[config.mk]
export PLATFORM = sky130hd
export DESIGN_NAME = uart_tx_frame
export DESIGN_NICKNAME = d
export VERILOG_FILES = /design/src/rtl/uart_tx_frame_pkg.sv /design/src/rtl/uart_tx_frame_baud_tick.sv /design/src/rtl/uart_tx_frame.sv
export SDC_FILE = /design/constraint.sdc
export NUM_CORES = 1
export LEC_CHECK = 0
export ABC_AREA = 1
export CAP_MARGIN = 30
export CORE_MARGIN = 5
export CORE_UTILIZATION = 55
export DETAILED_ROUTE_END_ITERATION = 8
export GPL_ROUTABILITY_DRIVEN = 1
export PLACE_DENSITY = 0.86
export RECOVER_POWER = 100
export SLEW_MARGIN = 15
export SYNTH_ARGS = -nofsm -noshare
export SYNTH_HDL_FRONTEND = slang
export SYNTH_SLANG_ARGS = --single-unit
export TNS_END_PERCENT = 5
[constraint.sdc]
create_clock -name clk -period 3.1 [get_ports clk]
set_input_delay 0.465 -clock clk [delete_from_list [all_inputs] [get_ports clk]]
set_output_delay 0.465 -clock clk [all_outputs]
set_load 0.02 [all_outputs]
[src/rtl/uart_tx_frame_pkg.sv]
// Shared UART definitions: FSM states, parity modes and the parity rule used by TX and RX.
package uart_tx_frame_pkg;

  typedef enum logic [2:0] {
    ST_IDLE   = 3'd0,
    ST_START  = 3'd1,
    ST_DATA   = 3'd2,
    ST_PARITY = 3'd3,
    ST_STOP   = 3'd4
  } tx_state_e;

  localparam logic PARITY_MODE_EVEN = 1'b0;
  localparam logic PARITY_MODE_ODD  = 1'b1;

  // Widest supported data word; narrower words are zero-extended, which leaves ^d unchanged.
  localparam int unsigned MAX_DATA_W = 9;

  // Even: bit = ^d. Odd: bit = ~^d.
  function automatic logic frame_parity(input logic [MAX_DATA_W-1:0] d, input logic mode);
    return (^d) ^ mode;
  endfunction

endpackage

[src/rtl/uart_tx_frame_baud_tick.sv]
// Bit-period counter: counts 0..CLKS_PER_BIT-1, wraps, and flags the terminal count.
module uart_tx_frame_baud_tick #(
  parameter int unsigned CLKS_PER_BIT = 16
) (
  input  logic clk,
  input  logic rst_n,
  input  logic clr,
  output logic bit_tick,
  output logic pre_tick_c
);

  localparam int unsigned CNT_W = (CLKS_PER_BIT > 1) ? $clog2(CLKS_PER_BIT) : 1;
  localparam logic [CNT_W-1:0] CNT_LAST = CNT_W'(CLKS_PER_BIT - 1);

  logic [CNT_W-1:0] cnt_q;
  logic [CNT_W-1:0] cnt_d;

  // Next count; clr restarts the period so a new frame is phase-aligned.
  always_comb begin
    cnt_d = cnt_q + CNT_W'(1);
    if (clr || (cnt_q == CNT_LAST)) begin
      cnt_d = '0;
    end
  end

  // High when the counter will sit at terminal count in the next cycle.
  assign pre_tick_c = (cnt_d == CNT_LAST);

  // Counter and registered terminal-count flag.
  always_ff @(posedge clk or negedge rst_n) begin
    if (!rst_n) begin
      cnt_q    <= '0;
      bit_tick <= 1'b0;
    end else begin
      cnt_q    <= cnt_d;
      bit_tick <= pre_tick_c;
    end
  end

endmodule

[src/rtl/uart_tx_frame.sv]
// UART transmit framer: start bit, data LSB-first, optional parity, stop bit(s).
module uart_tx_frame
  import uart_tx_frame_pkg::*;
#(
  parameter int unsigned DATA_W       = 8,
  parameter int unsigned CLKS_PER_BIT = 16,
  parameter int unsigned PARITY_EN    = 1,
  parameter int unsigned PARITY_ODD   = 0,
  parameter int unsigned STOP_BITS    = 1
) (
  input  logic              clk,
  input  logic              rst_n,
  input  logic [DATA_W-1:0] tx_data,
  input  logic              tx_valid,
  output logic              tx_ready,
  output logic              tx_serial,
  output logic              tx_busy,
  output logic              tx_done
);

  localparam int unsigned IDX_W = $clog2(DATA_W + 1);
  localparam logic [IDX_W-1:0] DATA_LAST = IDX_W'(DATA_W - 1);
  localparam logic [IDX_W-1:0] STOP_LAST = IDX_W'(STOP_BITS - 1);
  localparam logic PARITY_MODE = (PARITY_ODD != 0) ? PARITY_MODE_ODD : PARITY_MODE_EVEN;

  tx_state_e         state_q, state_d;
  logic [DATA_W-1:0] shift_q, shift_d;
  logic [IDX_W-1:0]  idx_q, idx_d;
  logic              parity_q, parity_d;
  logic              accept;
  logic              last_stop;
  logic              serial_d, ready_d, busy_d, done_d;
  logic              bit_tick;
  logic              pre_tick_c;

  // Bit-period timing, restarted on every accepted byte.
  uart_tx_frame_baud_tick #(
    .CLKS_PER_BIT(CLKS_PER_BIT)
  ) u_baud_tick (
    .clk       (clk),
    .rst_n     (rst_n),
    .clr       (accept),
    .bit_tick  (bit_tick),
    .pre_tick_c(pre_tick_c)
  );

  // Next-state logic plus next values of the registered outputs.
  always_comb begin
    state_d  = state_q;
    shift_d  = shift_q;
    idx_d    = idx_q;
    parity_d = parity_q;
    accept   = 1'b0;

    case (state_q)
      ST_IDLE: begin
        accept = tx_valid && tx_ready;
      end
      ST_START: begin
        if (bit_tick) begin
          state_d = ST_DATA;
          idx_d   = '0;
        end
      end
      ST_DATA: begin
        if (bit_tick) begin
          shift_d = shift_q >> 1;
          if (idx_q == DATA_LAST) begin
            idx_d   = '0;
            state_d = (PARITY_EN != 0) ? ST_PARITY : ST_STOP;
          end else begin
            idx_d = idx_q + IDX_W'(1);
          end
        end
      end
      ST_PARITY: begin
        if (bit_tick) begin
          state_d = ST_STOP;
          idx_d   = '0;
        end
      end
      ST_STOP: begin
        if (bit_tick) begin
          if (idx_q == STOP_LAST) begin
            accept  = tx_valid && tx_ready;
            state_d = ST_IDLE;
          end else begin
            idx_d = idx_q + IDX_W'(1);
          end
        end
      end
      default: begin
        state_d = ST_IDLE;
      end
    endcase

    // Accept from IDLE or from the last stop cycle (back-to-back frames).
    if (accept) begin
      state_d  = ST_START;
      shift_d  = tx_data;
      idx_d    = '0;
      parity_d = frame_parity(MAX_DATA_W'(tx_data), PARITY_MODE);
    end

    // Next cycle is the final cycle of the last stop bit.
    last_stop = (state_d == ST_STOP) && (idx_d == STOP_LAST) && pre_tick_c;

    case (state_d)
      ST_START:  serial_d = 1'b0;
      ST_DATA:   serial_d = shift_d[0];
      ST_PARITY: serial_d = parity_d;
      default:   serial_d = 1'b1;
    endcase

    done_d  = last_stop;
    ready_d = (state_d == ST_IDLE) || last_stop;
    busy_d  = (state_d != ST_IDLE);
  end

  // State, datapath and registered outputs; reset abandons any partial frame.
  always_ff @(posedge clk or negedge rst_n) begin
    if (!rst_n) begin
      state_q   <= ST_IDLE;
      shift_q   <= '0;
      idx_q     <= '0;
      parity_q  <= 1'b0;
      tx_serial <= 1'b1;
      tx_ready  <= 1'b1;
      tx_busy   <= 1'b0;
      tx_done   <= 1'b0;
    end else begin
      state_q   <= state_d;
      shift_q   <= shift_d;
      idx_q     <= idx_d;
      parity_q  <= parity_d;
      tx_serial <= serial_d;
      tx_ready  <= ready_d;
      tx_busy   <= busy_d;
      tx_done   <= done_d;
    end
  end

endmodule

# --- Word-level counts from Yosys, hierarchy flattened ---
# Cells that the tools add are included.
word_totals:
  ff_bits: 25
  latchBits: 0
  ram_bits: 0
  romBits: 0
  input_bits: 11
  output_inout_bits: 4
  elab_cells: 63
  n_memories: 0
classes:
  addsub: 2
  mul: 0
  n_div: 0
  magnitude_cmp: 0
  eq_ne: 11
  n_shift: 0
  muxes: 24
  n_bitwise: 0
  n_reduce_logical: 15
op_table:
  columns: ["cell", "count"]
  rows:
  - ["4-bit two-way mux", 7]
  - ["8-bit two-way mux", 3]
  - ["3-bit two-way mux", 7]
  - ["3-bit one-hot mux with 5 select lines", 1]
  - ["3-bit by 2-bit equality test with 1-bit output (second input constant)", 4]
  - ["4-bit one-hot mux with 3 select lines", 1]
  - ["9-bit XOR reduction", 1]
  - ["4-bit by 1-bit adder with 4-bit output (second input constant)", 2]
  - ["4-bit equality test (second input constant)", 2]
  - ["4-bit logical NOT", 2]
  - ["3-bit by 1-bit equality test with 1-bit output (second input constant)", 2]
  - ["3-bit equality test (second input constant)", 2]
  - ["3-bit logical NOT", 2]
  - ["4-bit by 3-bit equality test with 1-bit output (second input constant)", 1]
  - ["2-bit nonzero test", 2]
  - ["1-bit logical AND", 3]
  - ["1-bit two-way mux", 3]
  - ["1-bit one-hot mux with 3 select lines", 1]
  - ["3-bit nonzero test", 1]
  - ["1-bit logical OR", 2]
  - ["1-bit one-hot mux with 2 select lines", 1]
  - ["2-bit AND reduction", 1]
  - ["2-bit OR reduction", 1]

# --- Longest topological paths before layout ---
# Gate-level depths: netlist of the first run.
logic_depth:
  ltp_word: 9
  depth_mapped: 13
  ltp_nobuf: 13

# --- Modules after synthesis ---
# A second synthesis of the first run with hierarchy kept.
unflattened:
  cells_unflattened: 172
  area_unflattened_um2: 1458.9
modules_own_cells:
  columns: ["mod", "n_inst", "cells_per_inst", "area_per_inst_um2", "seq_area_each_um2"]
  rows:
  - ["uart_tx_frame", 1, 150, 1241.2, 503.0]
  - ["uart_tx_frame_baud_tick", 1, 22, 217.7, 125.1]

# --- Worst setup path after synthesis of the first run ---
# Ideal clock, no wire load.
synth_timing:
  path_kind: "register to register"
  startpoint: "reg idx_q[0]"
  endpoint: "reg tx_serial"
  setup_time_ns: 0.060
  t_arrival_ns: 1.408
  required_time_ns: 3.040
  slack_ns: 1.632
  path_stages_with_launch: 14
  path_buffers: 1
  synth_period_minus_slack_ns: 1.468
  cell_sequence: "dfrtp_1 -> inv_1 -> ha_1 -> nand2_1 -> nor2_2 -> nand2_2 -> nand2_2 -> nand2_4 -> inv_2 -> buf_6 -> nor2_2 -> a21oi_2 -> nand2_1 -> nand2_1"
synth_between:
  elab_cells_between_ends: 17
  classes_between: "eq/ne: 4; mux: 12; reduce/logical: 1"
synth_rtl:
  columns: ["element", "line_no", "source"]
  rows:
  - ["from (decl)", "uart_tx_frame.sv:28", "logic [IDX_W-1:0] idx_q, idx_d;"]
  - ["from (signal assigned)", "uart_tx_frame.sv:134", "idx_q <= idx_d;"]
  - ["4-bit logical NOT", "uart_tx_frame.sv:84", "if (idx_q == STOP_LAST) begin"]
  - ["1-bit two-way mux", "uart_tx_frame.sv:84", null]
  - ["1-bit two-way mux", "uart_tx_frame.sv:83", "if (bit_tick) begin"]
  - ["1-bit one-hot mux with 2 select lines", "uart_tx_frame.sv:55", "case (state_q)"]
  - ["1-bit two-way mux", "uart_tx_frame.sv:98", "if (accept) begin"]
  - ["net parity_d", "uart_tx_frame.sv:29", "logic parity_q, parity_d;"]
  - ["1-bit one-hot mux with 3 select lines", "uart_tx_frame.sv:108", "case (state_d)"]
  - ["net serial_d", "uart_tx_frame.sv:32", "logic serial_d, ready_d, busy_d, done_d;"]
  - ["to (signal assigned)", "uart_tx_frame.sv:136", "tx_serial <= serial_d;"]
  - ["to (decl)", "uart_tx_frame.sv:16", "output logic tx_serial,"]
# The timed path passes the listed nets, and every way through them passes these cells.
# A chain may end at the register's enable or synchronous reset.

# --- Final worst setup path of the first run ---
layout_timing:
  startpoint: "reg idx_q[0]"
  endpoint: "reg tx_serial"
layout_between:
  elab_cells_between_ends: 17
  classes_between: "eq/ne: 4; mux: 12; reduce/logical: 1"
layout_rtl:
  columns: ["element", "line_no", "source"]
  rows:
  - ["4-bit logical NOT", "uart_tx_frame.sv:84", null]
  - ["1-bit two-way mux", "uart_tx_frame.sv:84", null]
  - ["1-bit two-way mux", "uart_tx_frame.sv:83", null]
  - ["1-bit one-hot mux with 2 select lines", "uart_tx_frame.sv:55", null]
  - ["8-bit two-way mux", "uart_tx_frame.sv:98", null]
  - ["net shift_d[0]", "uart_tx_frame.sv:27", "logic [DATA_W-1:0] shift_q, shift_d;"]
  - ["1-bit one-hot mux with 3 select lines", "uart_tx_frame.sv:108", null]
  - ["net serial_d", "uart_tx_frame.sv:32", null]
# The timed path passes the listed nets, and every way through them passes these cells.

==> results of run 1 <==
-- per-layer routing --
layer	vias to the layer above	wire, µm	global-route usage
li1	581	-	-
met1	541	1090	0.199
met2	19	1420	0.296
met3	7	77	0.0213
met4	0	79	0.115
met5	-	0	0
-- state kept, by name, indices dropped and copies added (netlist names) --
name / flops
parity_q: 1
shift_q: 8
idx_q: 4
u_baud_tick.cnt_q: 4
tx_done: 1
state_q: 3
u_baud_tick.bit_tick: 1
tx_serial: 1
tx_busy: 1
tx_ready: 1
-- logic make-up after synthesis --
kind of cell	share of synthesized area
adder cells (fa/ha/maj)	0.0262
flip-flops	0.439
AND/OR/NAND/NOR	0.318
AO/OA/AOI/OAI	0.0656
XOR/XNOR	0.0612
buffers and inverters	0.0901
-- stage by stage --
step / total power, mW / std cells
finish: 0.512 / 222
global route: 0.535 / 222
CTS: 0.517 / 222
detailed placement: 0.375 / 218
global placement: 0.374 / 218
floorplan: 0.351 / 175
-- worst max-delay path by stage --
stage / startpoint / endpoint / slack, ns / cells past startpoint
floorplan: idx_q[0] / tx_serial / 1.63 / 13
global placement: tx_valid / tx_serial / 1.35 / 9
detailed placement: tx_data[3] / tx_serial / 1.29 / 8
CTS: tx_ready / tx_ready / 1.15 / 1
global route: idx_q[0] / tx_serial / 0.81 / 12
finish: idx_q[0] / tx_serial / 1.07 / 12
-- area by class of cell --
type                    count  area [µm²]  share of cell area
multi-input cells         118         637               0.402
well taps                  30        37.5              0.0237
inverters                  30         113              0.0710
flip-flops and latches     25         628               0.396
clock buffers               4        26.3              0.0166
repair buffers             15         144              0.0908
-- worst max-delay path, stage by stage (launching register included) --
cell	delay [ns]
dfrtp_1	0.44
inv_1	0.09
ha_1	0.17
nand2_1	0.06
nor2_1	0.19
nand2_2	0.06
nand2_1	0.09
nand2_1	0.22
inv_1	0.32
nand2_1	0.10
nand2_1	0.10
o21ai_0	0.08
nand2_1	0.08
-- synth_stat cells --
master	n	area share
nand2_1	49	0.13
inv_1	25	0.066
dfrtp_1	23	0.40
nor2_1	12	0.031
nand3_1	11	0.038
nor2_2	7	0.031
nand3_2	6	0.042
o221ai_1	6	0.037
xnor2_1	6	0.037
inv_2	5	0.013
nand2_2	4	0.017
xor2_1	4	0.024
ha_1	3	0.026
a21oi_2	2	0.012
dfstp_2	2	0.037
o21ai_0	2	0.0070
buf_2	1	0.0035
buf_6	1	0.0079
nand2_4	1	0.0079
nand4_1	1	0.0044
nor2_4	1	0.0079
nor3b_2	1	0.0087
o211ai_1	1	0.0053
o22ai_1	1	0.0044
-- power by group through the flow --
stage	combinational, mW	clock (mW)	sequential [mW]
final	0.0408	0.145	0.326
after global routing	0.0450	0.164	0.326
after CTS	0.0430	0.148	0.326
after detailed placement	0.0428	0	0.332
after global placement	0.0413	0	0.332
after floorplan	0.0187	0	0.332
==> results.py, run 1 <==
metrics = {
    "outcome": {
        "status": "completed",
    },
    "floorplanning": {
        "initial_core_util": 0.577,
        "core_area_um2": 2480,
        "io_pins": 15,
        "fp.dieArea_um2": 3720,
        "die_w_um": 61.0,
        "rows": 18,
        "die_height_um": 61.0,
    },
    "synthesis": {
        "ys_seq_area_frac": 0.439,
        "synth_warnings": 0,
        "syn-num-nets": 189,
        "ys_seq_elements": 25,
        "syn_area_per_cell_um2": 8.17,
        "ys_types": 24,
        "syn_inst": 175,
        "synth_area_um2": 1430,
    },
    "flow_run": {
        "max_cap_violations": 0,
    },
    "grt": {
        "track_usage": 0.172,
        "grt_pass1_wl_um": 4650,
        "grt_overflow": 0,
        "antenna_found_initial": 0,
        "grt_max_degree": 26,
        "grt_pass1_vias": 1092,
    },
    "critical_path": {
        "crit_fanout": 11,
        "r2r_end": "tx_serial",
        "r2r-start": "idx_q[0]",
        "cp_data_arrival_time_ns": 2.31,
        "start_kind": "register",
        "crit_type": "register to register",
        "endpoint_kind": "register",
        "reg2reg_slack_ns": 1.07,
        "required_ns": 3.38,
        "r2r_cells": 12,
    },
    "route": {
        "ant_nets": 0,
        "vias_per_cell": 5.17,
        "drt_iter0_markers": 65,
        "drt_wl_total_um": 2660,
        "dr.pass1.iters": 4,
        "vias": 1148,
        "wl_per_cell_um": 12.0,
        "drc_errors": 0,
    },
    "timing": {
        "finalClockSkew_ns": 0.00945,
        "hold_viol": 0,
        "hold_ws_ns": 0.474,
        "finalSetupTns_ns": 0,
        "finalCriticalPeriod_ns": 2.03,
        "fmax_mhz": 494,
        "setup_slack_ns": 1.07,
        "finalCritPeriodShare": 0.653,
        "relSlewSlack": 0.151,
        "rsz0062_at_grt": "false",
        "finalSetupViolations": 0,
        "drv_slew": 0,
        "tightest_slew_ns": 1.27,
    },
    "placement": {
        "placed_area_um2": 1600,
        "place.gp.congestion": 0.901,
        "place_ws_ns": 1.29,
        "hpwlAfterDp_um": 2120,
        "io_buffers": 14,
    },
    "layout": {
        "fin_nets": 207,
        "fin_area_um2": 1590,
        "syn_to_final_growth_pct": 10.8,
        "layout-drive-gt1-share": 0.115,
        "layout_common_cells": "52 x nand2_1, 26 x inv_1, 23 x dfrtp_1, 14 x nor2_1, 13 x nand3_1",
        "layout_commonest_cell": "nand2_1",
        "utilization": 0.640,
        "antenna_cells": 0,
        "fillCellCount": 228,
    },
    "cts": {
        "cts_sinks": 25,
        "cts.reportedPaths.clkPinSlew_ns": 0.13,
        "numCtsBuffers": 3,
        "postCtsHoldBufs": 0,
        "clock_path_buffers": 2,
        "cts_root_buf": "clkbuf_4",
        "clock_latency_ns": 0.33,
        "cts_setup_buffers": 0,
        "post_cts_resize_count": 0,
        "cts_tree": "built",
        "cts_htree_levels": 1,
    },
    "pwr": {
        "switching_share": 0.223,
        "p_per_area_nw_per_um2": 323,
        "p_clk_frac": 0.283,
        "combPwrFrac": 0.080,
        "irDropWorstVdd_uv": 387,
        "seq_power_share": 0.637,
        "p_leak_nw": 0.785,
        "p_sw_mw": 0.114,
        "power.internal_mw": 0.398,
    },
    "worst_hold_path": {
        "min_path_type": "register to register",
        "worstHoldPathCells": 1,
        "hold_end": "u_baud_tick.cnt_q[0]",
        "hold_start": "u_baud_tick.cnt_q[0]",
    },
}
No activity file was read; power rests on OpenSTA's default activity.
==> inputs of run 2 (changes only) <==
==> constraint.sdc (replaced) <==
create_clock -name clk -period 2.1 [get_ports clk]
set_input_delay 0.315 -clock clk [delete_from_list [all_inputs] [get_ports clk]]
set_output_delay 0.315 -clock clk [all_outputs]
set_load 0.02 [all_outputs]
==> run 2 against run 1 <==
  * Highest routed layer unchanged
  * Global-route usage increased by 0.23 points
  * Critical path type is now register to output pin
  * Clock power up 50%
  * Sequential share of layout area down 0.28 points
  * Clock skew fell by 0.0048 ns
  * Die area unchanged
  * Cell area is 0.71% higher
  * Sequential power up 48%
==> results.py, run 2 (synthesis gave the netlist of run 1 again) <==
metrics = {
    "outcome": {
        "status": "completed",
    },
    "placement": {
        "hpwlAfterDp_um": 2100,
        "place_ws_ns": 0.421,
        "place.gp.congestion": 0.899,
        "placed_area_um2": 1600,
        "io_buffers": 14,
    },
    "layout": {
        "regMostFlops": "shift_q",
        "antenna_cells": 0,
        "fin_nets": 207,
        "layout-drive-gt1-share": 0.135,
        "fillCellCount": 220,
        "syn_to_final_growth_pct": 11.6,
        "layout_common_cells": "50 x nand2_1, 25 x inv_1, 23 x dfrtp_1, 14 x nor2_1, 13 x nand3_1",
        "fin_area_um2": 1600,
        "utilization": 0.644,
        "reg_top3": "shift_q: 8 flops, idx_q: 4 flops, u_baud_tick.cnt_q: 4 flops",
        "layout_commonest_cell": "nand2_1",
        "largest_reg_flops": 8,
    },
    "pwr": {
        "p_leak_nw": 0.786,
        "irDropWorstVdd_uv": 408,
        "p_per_area_nw_per_um2": 476,
    },
    "timing": {
        "setup_slack_ns": 0.229,
        "tightest_slew_ns": 1.27,
        "drv_slew": 0,
        "fmax_mhz": 535,
        "rsz0062_at_grt": "false",
        "finalClockSkew_ns": 0.00467,
        "hold_viol": 0,
        "finalCritPeriodShare": 0.891,
        "relSlewSlack": 0.153,
        "finalSetupTns_ns": 0,
        "finalCriticalPeriod_ns": 1.87,
        "finalSetupViolations": 0,
    },
    "grt": {
        "grt_pass1_vias": 1145,
        "grt_overflow": 0,
        "grt_max_degree": 26,
        "antenna_found_initial": 0,
        "grt_pass1_wl_um": 4720,
        "track_usage": 0.174,
    },
    "cts": {
        "cts_root_buf": "clkbuf_4",
        "cts_setup_buffers": 0,
        "cts_htree_levels": 1,
        "cts.reportedPaths.clkPinSlew_ns": 0.13,
        "postCtsHoldBufs": 0,
        "clock_latency_ns": 0.33,
        "post_cts_resize_count": 0,
        "cts_tree": "built",
        "clock_path_buffers": 2,
        "numCtsBuffers": 3,
        "cts_sinks": 25,
    },
    "floorplanning": {
        "initial_core_util": 0.577,
        "fp.dieArea_um2": 3720,
        "core_area_um2": 2480,
        "die_height_um": 61.0,
        "io_pins": 15,
        "rows": 18,
        "die_w_um": 61.0,
    },
    "critical_path": {
        "crit_start": "tx_ready",
        "cp_top_family": "buffers and inverters",
        "crit_fanout": 2,
        "cp_data_arrival_time_ns": 1.56,
        "reg2reg_slack_ns": 0.36,
        "slowest_stage": "dlygate4sd3_1",
        "crit_type": "register to output pin",
        "critPathBufInv": 1,
        "max_stage_delay_ns": 0.67,
        "required_ns": 1.78,
        "path_cells": "dlygate4sd3_1",
        "r2r-start": "idx_q[0]",
        "endpoint_kind": "output pin",
        "start_kind": "register",
    },
    "route": {
        "wl_per_cell_um": 12.2,
        "drc_errors": 0,
        "dr.pass1.iters": 4,
        "ant_nets": 0,
        "vias": 1141,
        "drt_iter0_markers": 58,
        "drt_wl_total_um": 2700,
        "vias_per_cell": 5.14,
    },
    "worst_hold_path": {
        "min_path_type": "register to register",
        "hold_start": "u_baud_tick.cnt_q[0]",
    },
    "flow_run": {
        "max_cap_violations": 0,
    },
}
==> run 2: changes by cell type in the layout (fill, tap and decap cells not counted), sizes merged <==
cell and change:
clkinv +1, clkbuf -1
==> run 2: through the flow <==
step / hold WS, ns / total power, mW / cells
finish: 0.479 / 0.760 / 222
global route: 0.486 / 0.786 / 222
CTS: 0.333 / 0.766 / 222
detailed placement: 0.457 / 0.554 / 218
global placement: 0.449 / 0.552 / 218
floorplan: 0.0194 / 0.518 / 175
==> run 2: where the power goes <==
group / switching, mW / total (mW) / internal, mW
registers: 0 / 0.482 / 0.482
logic: 0.0296 / 0.0608 / 0.0312
clock network: 0.146 / 0.218 / 0.0717
total: 0.176 / 0.760 / 0.585
==> run 2: cell type report <==
| type | instances | area [µm²] | share of cell area |
|---|---|---|---|
| multi-input cells | 118 | 647 | 0.405 |
| clock buffers | 3 | 22.5 | 0.0141 |
| repair buffers | 15 | 144 | 0.0901 |
| flip-flops and latches | 25 | 628 | 0.393 |
| inverters | 30 | 113 | 0.0705 |
| well taps | 30 | 37.5 | 0.0235 |
| clock inverters | 1 | 5.00 | 0.00313 |
==> run 2: path summary, 6_finish.rpt <==
kind | to | cells after the start
max | tx_ready | 1
min | u_baud_tick.cnt_q[0] | 1
max reg2reg | tx_serial | 12
min reg2reg | u_baud_tick.cnt_q[0] | 1
max in group asynchronous | parity_q | 2
min in group asynchronous | u_baud_tick.cnt_q[0] | 2
==> run 2: metal layers <==
layer  vias to the layer above  wire length (µm)  GRT usage
met4                         0                73      0.102
li1                        580                 -          -
met3                         7                83     0.0213
met2                        25              1410      0.310
met1                       529              1130      0.199
met5                         -                 0          0
==> inputs of run 3 (changes only) <==
--- a/config.mk
+++ b/config.mk
@@ -9,11 +9,11 @@
 export CAP_MARGIN = 30
 export CORE_MARGIN = 5
 export CORE_UTILIZATION = 55
+export CTS_BUF_LIST = sky130_fd_sc_hd__clkbuf_8
 export DETAILED_ROUTE_END_ITERATION = 8
 export GPL_ROUTABILITY_DRIVEN = 1
 export PLACE_DENSITY = 0.86
 export RECOVER_POWER = 100
-export SLEW_MARGIN = 15
 export SYNTH_ARGS = -nofsm -noshare
 export SYNTH_HDL_FRONTEND = slang
 export SYNTH_SLANG_ARGS = --single-unit
==> constraint.sdc (replaced) <==
create_clock -name clk -period 2.1 [get_ports clk]
set_input_delay 0.315 -clock clk [delete_from_list [all_inputs] [get_ports clk]]
set_output_delay 0.315 -clock clk [all_outputs]
set_load 0.005 [all_outputs]
==> run 3 against run 2 <==
  * Core utilization grew 0.76 points
  * Routed wire length down 1.0%
  * Clock power grew 30%
  * Power up 8.4%
  * Via count shrank 1.4%
==> results.py, run 3 (synthesis gave the netlist of run 1 again) <==
metrics = {
    "critical_path": {
        "crit_type": "register to register",
        "start_kind": "register",
        "cp_top_family": "simple AND/OR/NAND/NOR gates",
        "crit_fanout": 11,
        "endpoint_kind": "register",
        "max_stage_delay_ns": 0.42,
        "cp_data_arrival_time_ns": 1.95,
        "required_ns": 2.32,
        "slowest_stage": "dfrtp_1",
        "cpMostUsedCell": "nand2_1",
        "critPathBufInv": 2,
        "path_cells": "inv_1 -> ha_1 -> nand2_1 -> nor2_1 -> nand2_2 -> nand2_1 -> nand2_4 -> inv_2 -> nor2_2 -> a21oi_1 -> nand2_1 -> nand2_1",
    },
    "timing": {
        "finalClockSkew_ns": 0.00447,
        "relSlewSlack": 0.159,
        "fmax_mhz": 579,
        "finalSetupViolations": 0,
        "finalSetupTns_ns": 0,
        "tightest_slew_ns": 1.26,
        "hold_viol": 0,
        "drv_slew": 0,
        "rsz0062_at_grt": "false",
        "hold_ws_ns": 0.469,
        "finalCriticalPeriod_ns": 1.73,
        "finalCritPeriodShare": 0.823,
    },
    "outcome": {
        "status": "completed",
    },
    "cts": {
        "cts_htree_levels": 1,
        "postCtsHoldBufs": 0,
        "cts_root_buf": "clkbuf_8",
        "clock_latency_ns": 0.27,
        "cts.reportedPaths.clkPinSlew_ns": 0.08,
        "cts_setup_buffers": 0,
        "clock_path_buffers": 2,
        "cts_sinks": 25,
        "post_cts_resize_count": 0,
        "numCtsBuffers": 3,
        "cts_tree": "built",
    },
    "grt": {
        "antenna_found_initial": 0,
        "grt_pass1_wl_um": 4740,
        "grt_pass1_vias": 1144,
        "track_usage": 0.176,
        "grt_overflow": 0,
        "grt_max_degree": 26,
    },
    "floorplanning": {
        "die_w_um": 61.0,
        "core_area_um2": 2480,
        "die_height_um": 61.0,
        "initial_core_util": 0.577,
        "fp.dieArea_um2": 3720,
        "io_pins": 15,
        "rows": 18,
    },
    "route": {
        "ant_nets": 0,
        "drt_wl_total_um": 2680,
        "drc_errors": 0,
        "vias": 1125,
        "dr.pass1.iters": 4,
        "wl_per_cell_um": 12.1,
        "vias_per_cell": 5.07,
        "drt_iter0_markers": 53,
    },
    "layout": {
        "layout-drive-gt1-share": 0.130,
        "utilization": 0.652,
        "regMostFlops": "shift_q",
        "fillCellCount": 214,
        "stdcell_count": 222,
        "largest_reg_flops": 8,
        "syn_to_final_growth_pct": 12.9,
        "seq_area_um2": 628,
        "fin_nets": 207,
        "layout_common_cells": "50 x nand2_1, 25 x inv_1, 23 x dfrtp_1, 14 x nor2_1, 13 x nand3_1",
        "antenna_cells": 0,
        "reg_top3": "shift_q: 8 flops, idx_q: 4 flops, u_baud_tick.cnt_q: 4 flops",
        "layout_commonest_cell": "nand2_1",
        "fin_area_um2": 1620,
        "multiInputGateArea_um2": 647,
    },
    "placement": {
        "dp.cells": 218,
        "placed_area_um2": 1600,
        "place.gp.congestion": 0.899,
        "hpwlAfterDp_um": 2100,
        "io_buffers": 14,
    },
    "pwr": {
        "p_leak_nw": 0.791,
        "irDropWorstVdd_uv": 432,
        "p_per_area_nw_per_um2": 510,
    },
    "flow_run": {
        "max_cap_violations": 0,
    },
    "worst_hold_path": {
        "min_path_type": "register to register",
    },
}
-- run 3: cell count changes in the layout (fill, tap and decap cells not counted), sizes merged --
| cell | delta |
|---|---|
| dlygate4sd3 | -1 |
| clkdlybuf4s50 | +1 |
-- run 3: report_power, final --
part / total [mW] / switching (mW) / internal (mW) / leakage [nW]
registers: 0.481 / 0 / 0.481 / 0.291
clock network: 0.283 / 0.150 / 0.133 / 0.0255
logic: 0.0603 / 0.0291 / 0.0312 / 0.474
total: 0.824 / 0.179 / 0.645 / 0.791
-- run 3: worst paths after layout --
path,startpoint,to,slack [ns],cells after the start
max,idx_q[0],tx_serial,0.37,12
min,u_baud_tick.cnt_q[0],u_baud_tick.cnt_q[0],0.47,1
max reg2reg,idx_q[0],tx_serial,0.37,12
min reg2reg,u_baud_tick.cnt_q[0],u_baud_tick.cnt_q[0],0.47,1
max in group asynchronous,rst_n,parity_q,0.53,2
min in group asynchronous,rst_n,u_baud_tick.cnt_q[0],0.82,2
-- run 3: final cells by class --
class	count	share of cell area
Tap cell	30	0.0232
Sequential cell	25	0.389
Timing Repair Buffer	15	0.0891
Multi-Input combinational cell	118	0.400
Inverter	30	0.0697
Clock inverter	1	0.00310
Clock buffer	3	0.0256
-- run 3: layer usage --
| metal | routed length (µm) | vias to the layer above | track usage |
|---|---|---|---|
| met4 | 80 | 0 | 0.111 |
| met3 | 72 | 7 | 0.0213 |
| met5 | 0 | - | 0 |
| li1 | - | 578 | - |
| met2 | 1390 | 23 | 0.311 |
| met1 | 1130 | 517 | 0.199 |
-- run 3: per-stage QoR --
step / power, mW / setup slack, ns
final: 0.824 / 0.372
after global routing: 0.857 / 0.169
after CTS: 0.833 / 0.424
after detailed placement: 0.554 / 0.421
after global placement: 0.552 / 0.431
after floorplan: 0.518 / 0.632
